<file path="src/rtl/sad_disparity_sequencer.sv">
// sad_disparity_sequencer
// Sequences an external registered adder to accumulate the sum of absolute
// differences of one pixel window for each disparity candidate. It keeps the
// lowest SAD and reports it over a valid/ready result port. When two
// disparities give the same SAD, the lower disparity wins.
// Optional feature: define SAD_SEQ_SATURATE_EN to clamp the accumulator to all
// ones on adder carry-out. When it is undefined, the accumulator wraps modulo
// 2^SUM_BITS.
module sad_disparity_sequencer #(
  parameter int PIX_BITS  = 8,
  parameter int WIN_PIX   = 9,
  parameter int MAX_DISP  = 16,
  parameter int SUM_BITS  = 16,
  parameter int DISP_BITS = 5
) (
  input  logic                 clock,
  input  logic                 reset_n,
  input  logic                 start,
  output logic                 busy,
  input  logic                 pix_valid,
  output logic                 pix_ready,
  input  logic [PIX_BITS-1:0]  pix_left,
  input  logic [PIX_BITS-1:0]  pix_right,
  output logic [SUM_BITS-1:0]  add_in1,
  output logic [SUM_BITS-1:0]  add_in2,
  input  logic [SUM_BITS:0]    add_sum,
  output logic                 res_valid,
  input  logic                 res_ready,
  output logic [DISP_BITS-1:0] res_disp,
  output logic [SUM_BITS-1:0]  res_sad
);

  localparam int CNT_W = (WIN_PIX > 1) ? $clog2(WIN_PIX) : 1;
  localparam logic [CNT_W-1:0]     LAST_PIX  = CNT_W'(WIN_PIX - 1);
  localparam logic [DISP_BITS-1:0] LAST_DISP = DISP_BITS'(MAX_DISP - 1);

  typedef enum logic [2:0] {
    IDLE  = 3'd0,
    FETCH = 3'd1,
    ADD   = 3'd2,
    LATCH = 3'd3,
    CMP   = 3'd4,
    DONE  = 3'd5
  } state_t;

  state_t                state;
  state_t                state_nx;
  logic [SUM_BITS-1:0]   acc;
  logic [SUM_BITS-1:0]   best_sad;
  logic [DISP_BITS-1:0]  best_disp;
  logic [DISP_BITS-1:0]  disp;
  logic [CNT_W-1:0]      pix_cnt;
  logic                  last_pix;
  logic                  last_disp;

  // |left - right| formed as a signed PIX_BITS+1 difference, then zero-extended
  function automatic logic [SUM_BITS-1:0] abs_diff(input logic [PIX_BITS-1:0] l,
                                                   input logic [PIX_BITS-1:0] r);
    logic signed [PIX_BITS:0] d;
    logic        [PIX_BITS:0] m;
    d = $signed({1'b0, l}) - $signed({1'b0, r});
    m = (d < 0) ? $unsigned(-d) : $unsigned(d);
    return SUM_BITS'(m);
  endfunction

  // Accumulator update from the adder result: clamp or wrap on carry-out
  function automatic logic [SUM_BITS-1:0] next_acc(input logic [SUM_BITS:0] s);
`ifdef SAD_SEQ_SATURATE_EN
    return s[SUM_BITS] ? {SUM_BITS{1'b1}} : s[SUM_BITS-1:0];
`else
    return s[SUM_BITS-1:0];
`endif
  endfunction

  assign last_pix  = (pix_cnt == LAST_PIX);
  assign last_disp = (disp == LAST_DISP);

  // The result port shows zero outside DONE, so reset and idle values stay quiet
  assign res_disp = res_valid ? best_disp : '0;
  assign res_sad  = res_valid ? best_sad  : '0;

  // State register
  always_ff @(posedge clock) begin
    if (!reset_n) state <= IDLE;
    else          state <= state_nx;
  end

  // Next-state logic and handshake outputs
  always_comb begin
    state_nx  = state;
    busy      = (state != IDLE);
    pix_ready = 1'b0;
    res_valid = 1'b0;
    case (state)
      IDLE:  if (start) state_nx = FETCH;
      FETCH: begin
        pix_ready = 1'b1;
        if (pix_valid) state_nx = ADD;
      end
      ADD:   state_nx = LATCH;
      LATCH: state_nx = last_pix ? CMP : FETCH;
      CMP:   state_nx = last_disp ? DONE : FETCH;
      DONE:  begin
        res_valid = 1'b1;
        if (res_ready) state_nx = IDLE;
      end
      default: state_nx = IDLE;
    endcase
  end

  // Accumulator, counters, best-so-far tracking and the adder operand registers
  always_ff @(posedge clock) begin
    if (!reset_n) begin
      acc       <= '0;
      best_sad  <= '1;
      best_disp <= '0;
      disp      <= '0;
      pix_cnt   <= '0;
      add_in1   <= '0;
      add_in2   <= '0;
    end else begin
      case (state)
        IDLE: begin
          if (start) begin
            acc       <= '0;
            pix_cnt   <= '0;
            disp      <= '0;
            best_disp <= '0;
            best_sad  <= '1;
          end
        end
        FETCH: begin
          if (pix_valid) begin
            add_in1 <= acc;
            add_in2 <= abs_diff(pix_left, pix_right);
          end
        end
        LATCH: begin
          acc <= next_acc(add_sum);
          if (!last_pix) pix_cnt <= pix_cnt + CNT_W'(1);
        end
        CMP: begin
          if (acc < best_sad) begin
            best_sad  <= acc;
            best_disp <= disp;
          end
          if (!last_disp) begin
            disp    <= disp + DISP_BITS'(1);
            acc     <= '0;
            pix_cnt <= '0;
          end
        end
        default: ;
      endcase
    end
  end

endmodule

</file>
<file path="config.mk">
export PLATFORM = sky130hd
export DESIGN_NAME = sad_disparity_sequencer
export DESIGN_NICKNAME = d
export VERILOG_FILES = /design/src/rtl/sad_disparity_sequencer.sv
export SDC_FILE = /design/constraint.sdc
export NUM_CORES = 1
export LEC_CHECK = 0
export CELL_PAD_IN_SITES_DETAIL_PLACEMENT = 1
export CELL_PAD_IN_SITES_GLOBAL_PLACEMENT = 2
export CORE_ASPECT_RATIO = 1.25
export CORE_MARGIN = 2
export CORE_UTILIZATION = 29
export CTS_CLUSTER_SIZE = 20
export DETAILED_ROUTE_END_ITERATION = 16
export HOLD_SLACK_MARGIN = 0.1
export PLACE_DENSITY = 0.9
export REMOVE_ABC_BUFFERS = 1
export SLEW_MARGIN = 10
export SYNTH_ARGS = -nofsm -noshare
export SYNTH_HDL_FRONTEND = slang
export SYNTH_SLANG_ARGS = --single-unit
</file>
<file path="constraint.sdc">
create_clock -name clock -period 2.34 [get_ports clock]
set_input_delay 0.351 -clock clock [delete_from_list [all_inputs] [get_ports clock]]
set_output_delay 0.351 -clock clock [all_outputs]
set_load 0.03 [all_outputs]
</file>
Yosys cells after proc, flatten, opt, wreduce, memory -nomap -nowiden
Index checks and enable logic that the tools add are counted.

cells by class
  add/subtract/negate cells = 4
  $lt $le $gt $ge = 2
  equal/unequal tests = 13
  mux-type cells = 26
  reductions and logical operators = 10

operators with widths
  operator                                                               number
  16-bit 2-to-1 mux                                                      5
  16-bit one-hot mux with 3 select lines                                 1
  16-bit one-hot mux with 2 select lines                                 1
  5-bit 2-to-1 mux                                                       4
  5-bit one-hot mux with 2 select lines                                  2
  3-bit one-hot mux with 6 select lines                                  1
  16-bit < comparator                                                    1
  3-bit 2-to-1 mux                                                       5
  4-bit 2-to-1 mux                                                       3
  2-bit != test (second input constant)                                  6
  4-bit one-hot mux with 3 select lines                                  1
  3-bit AND reduction                                                    4
  9-bit by 1-bit < comparator with 1-bit output (second input constant)  1
  9-bit 2-to-1 mux                                                       1
  9-bit negator                                                          1
  8-bit by 8-bit subtractor with 9-bit output                            1
  3-bit by 2-bit == test with 1-bit output (second input constant)       2
  3-bit == test (second input constant)                                  2
  3-bit nonzero test                                                     2
  5-bit by 1-bit adder with 5-bit output (second input constant)         1
  5-bit by 4-bit == test with 1-bit output (second input constant)       1
  4-bit by 1-bit adder with 4-bit output (second input constant)         1
  4-bit == test (second input constant)                                  1
  4-bit AND reduction                                                    1
  other kinds (5)                                                        6

storage, ports and cells
  flip-flop bits (word level) = 74
  output and inout port bits = 56
  word-level logic and storage cells = 63

Logic depth before layout (Yosys ltp)
  depth in word-level cells = 3
  mapped depth = 10

Worst setup path before layout
OpenSTA, ideal clock, no wires.

  path kind = input port to flip-flop
  from = input pix_left[0]
  to = register add_in2[4]
  library setup time = 86 ps
  arrival = 2086 ps
  data required time = 2254 ps
  path slack = 169 ps
  stages = 10
  buffers on the path = 0
  path through = inv_1 ha_1 inv_1 fa_1 a21oi_2 o21ai_0 a21oi_1 o21ai_0 xor2_1 a211oi_1

on the way
  cells in the longest elaborated chain, start to end = 3
  elaborated cells between the ends (all ways) = 4
  those cells by class = 2 x add/sub; 1 x order compare; 1 x mux

RTL lines
  item                                                                                   RTL line  source
  start: declaration                                                                     22        input logic [PIX_BITS-1:0] pix_left,
  8-bit by 8-bit subtractor with 9-bit output *                                          61        d = $signed({1'b0, l}) - $signed({1'b0, r});
  9-bit negator / 9-bit by 1-bit < comparator with 1-bit output (equally long branches)  62        m = (d < 0) ? $unsigned(-d) : $unsigned(d);
  9-bit 2-to-1 mux *                                                                     62
  end signal: assignment                                                                 135       add_in2 <= abs_diff(pix_left, pix_right);
  end: declaration                                                                       25        output logic [SUM_BITS-1:0] add_in2,

Mark *: on every way between the ends. The rest lies on a longest branch, timed or not.
A chain may end at the register's enable or synchronous reset.

Final worst setup path
  from = input pix_right[1]
  to = register add_in2[7]

on the way
  cells in the longest elaborated chain, start to end = 3
  elaborated cells between the ends (all ways) = 4
  those cells by class = 2 x add/sub; 1 x order compare; 1 x mux

RTL lines
  item                                                                                   RTL line  source
  start: declaration                                                                     23        input logic [PIX_BITS-1:0] pix_right,
  8-bit by 8-bit subtractor with 9-bit output *                                          61
  9-bit negator / 9-bit by 1-bit < comparator with 1-bit output (equally long branches)  62
  9-bit 2-to-1 mux *                                                                     62

Marks and branches as above.

==> reports/qor.csv <==
stage;metric;value;unit
synthesis;Post-synth ARST share;0;
clock_network;H-tree lvl count;3;
floorplanning;row cnt;48;
grt;GR Overflow Total;0;
drt;drt via density;4.92;
final_layout;nets@finish;667;
floorplanning;Core Area;13700;µm²
clock_network;total CTS buffers;9;
worst_setup_path;Req. time, crit path;2580;ps
grt;GRT Overall Usage;0.172;
clock_network;cts hold-fix bufs;0;
status;failing checks;negative setup slack;
synthesis;largest cells by area after synthesis;dfxtp_1, ha_1, nor2_1, nand2_1, mux2i_1;
clock_network;CTS Root Buffer Type;clkbuf_16;
timing;Final Critical Period;2340;ps
grt;initial antenna violation count;0;
floorplanning;die area;14800;µm²
timing;post-route setup slack;-2.24;ps
final_layout;Fillers;1617;
floorplanning;Die X;109;µm
power_and_ir_drop;Peak VDD IR;0.000299;V
drt;Avg WL per Cell;16.5;µm
worst_setup_path;WS Path Type;input pin to flop;
final_layout;Finished Core Util;0.419;
final_layout;register area;1480;µm²
power_and_ir_drop;Pleak;2.58;nW
worst_setup_path;crit start category;input pin;
worst_setup_path;CP Capture Type;flop;
drt;DR vias;3840;
floorplanning;die outline height;136;µm
timing;final hold vios;0;
synthesis;Mapped Cells;494;
placed_design;dpl hpwl;9090;µm
grt;vias in the first global route;4126;
status;status;finished, violations left;
clock_network;CTS tree;built;
final_layout;area of the multi-input gates;2500;µm²
drt;antenna viol nets, final;0;
timing;RSZ-0062 raised after global routing;yes;
synthesis;syn avg cell area;8.12;µm²
synthesis;Cell Area, Synth;4010;µm²
drt;DR iter-0 viols;108;
clock_network;Worst-Skew Late Latency;340;ps
clock_network;CTS Sinks;74;
placed_design;port buffer count;85;
final_layout;Inserted Diodes;0;
drt;Remaining DRCs;0;
synthesis;top-area cell type share of the netlist area;0.369;
power_and_ir_drop;Cell Pwr Density;663;nW/µm²
placed_design;GPL Wtd Cong;0.859;
synthesis;number of warnings issued by yosys;0;
hold_path;Worst Hold Class;input pin to flop;
synthesis;number of distinct library cells after synthesis;51;
timing;Slew Limit Fails;0;
synthesis;sequential element share of the synthesized area;0.369;
timing;achievable frequency;427;MHz
timing;final setup vio count;1;
timing;Worst-Margin Slew;797;ps
job;MaxCap Viol Count;0;
grt;first-pass GRT wire length;19700;µm
synthesis;leading area contributor after synthesis;dfxtp_1;
floorplanning;I/O Pins;94;
synthesis;ys flop type;dfxtp_1;
clock_network;clock-pin slew on the worst setup and hold paths;60;ps
worst_setup_path;CP Data Arrival Time;2580;ps
drt;first-pass iteration count of the detailed router;4;
timing;Final period util;1.00;
synthesis;flops & latches, synth;74;
placed_design;Setup WS pre-CTS;-527;ps
floorplanning;Initial Util;0.293;
placed_design;instance area at placement;5190;µm²
final_layout;Area Growth Syn to Fin;43.0;%
synthesis;Post-synth EDFFs;0;
grt;pin count of the biggest net entering global routing;42;
timing;Clock Skew;7.14;ps
final_layout;post-route cell area;5740;µm²
clock_network;buffer depth of the longest clock path;2;
synthesis;count leader, synth;dfxtp_1;
final_layout;layout cells sized above 1;0.182;
timing;Slew HR;0.468;
synthesis;synth cell count leaders;dfxtp_1, nor2_1, nand2_1;
drt;WL final;12900;µm
worst_setup_path;Max FO, Critical Path;3;
==> cells in the final DEF (no fill, tap or decap), types with 5 or more instances in the layout <==
cell | synthesis | layout
clkdlybuf4s50_1 | 0 | 60
and2_1 | 22 | 22
a22oi_1 | 15 | 15
ha_1 | 28 | 23
inv_1 | 35 | 33
a21oi_2 | 1 | 5
nand2_1 | 65 | 65
nand3_1 | 8 | 5
buf_12 | 0 | 5
buf_4 | 11 | 50
xor2_1 | 6 | 6
nor2_1 | 68 | 67
dfxtp_1 | 74 | 74
clkbuf_16 | 0 | 9
conb_1 | 1 | 7
mux2i_1 | 21 | 21
a21oi_1 | 38 | 33
a211oi_1 | 11 | 9
o21ai_0 | 8 | 7
==> cell families after synthesis <==
kind of cell | Yosys count | share of synthesized area
buffers and inverters | 66 | 0.0736
flip-flops | 74 | 0.369
XOR/XNOR | 10 | 0.0218
AO/OA/AOI/OAI | 99 | 0.168
adder cells (fa/ha/maj) | 29 | 0.0923
other | 1 | 0.000935
AND/OR/NAND/NOR | 193 | 0.219
multiplexers | 22 | 0.0552
==> final timing paths <==
| check | slack (ps) | cells past startpoint | from | end |
|---|---|---|---|---|
| setup / recovery | -2 | 9 | pix_right[1] | add_in2[7]$_SDFFE_PN0P_ |
| hold / removal | 440 | 3 | pix_right[0] | add_in2[0]$_SDFFE_PN0P_ |
| setup reg to reg | 200 | 10 | disp[0]$_SDFFE_PN0P_ | pix_cnt[2]$_SDFFE_PN0P_ |
| hold reg to reg | 460 | 2 | best_disp[4]$_SDFFE_PN0P_ | best_disp[4]$_SDFFE_PN0P_ |
==> power breakdown <==
group	internal [W]	total, W	leakage [nW]	switching (W)
clock	0.000802	0.00132	0.143	0.000514
sequential	0.00133	0.00141	0.600	0.0000781
combinational	0.000461	0.00108	1.84	0.000621
total	0.00259	0.00381	2.58	0.00121
==> per-layer routing <==
| layer | global-route usage | vias to the layer above | wire [µm] |
|---|---|---|---|
| li1 | - | 1870 | - |
| met1 | 0.181 | 1846 | 5090 |
| met2 | 0.308 | 95 | 6570 |
| met3 | 0.0582 | 29 | 823 |
| met4 | 0.0738 | 0 | 394 |
| met5 | 0 | - | 0 |
==> flip-flops by register name (all words and copies together), names as in the netlist <==
signal,count
acc,16
add_in1,16
best_sad,16
add_in2,9
best_disp,5
disp,5
pix_cnt,4
state,3
==> metrics by stage <==
stage / std cells / hold WS (ps) / setup TNS (ps) / total power, W
2_1_floorplan: 470 / 433 / -12880 / 0.00198
3_3_place_gp: 760 / 443 / -2190 / 0.00236
5_1_grt: 780 / 452 / -116 / 0.00400
6_report: 780 / 443 / -2.24 / 0.00381
3_5_place_dp: 760 / 453 / -4690 / 0.00240
4_1_cts: 776 / 461 / -1.10 / 0.00374
==> worst max-delay path, stage by stage <==
cell,delay [ps]
clkdlybuf4s50_1,470
inv_2,60
ha_4,270
nor2b_4,180
o2111ai_4,170
a21o_4,260
a2111oi_4,420
nor3_2,90
o41ai_2,300
==> timing repair <==
| action | 4_1_cts | 5_1_grt |
|---|---|---|
| pin swaps | 0 | 13 |
| endpoints found under the setup margin | 23 | 13 |
| setup buffers | 0 | 4 |
| gates resized for setup | 9 | 39 |
==> layout make-up <==
class,count,share of cell area
sequential,74,0.258
clock inverter,2,0.00174
tap,175,0.0382
clock buffer,14,0.0478
timing repair buffer,119,0.196
inverter,36,0.0236
multi-input combinational,360,0.435
Note: power is estimated with default switching activity, not from simulation.
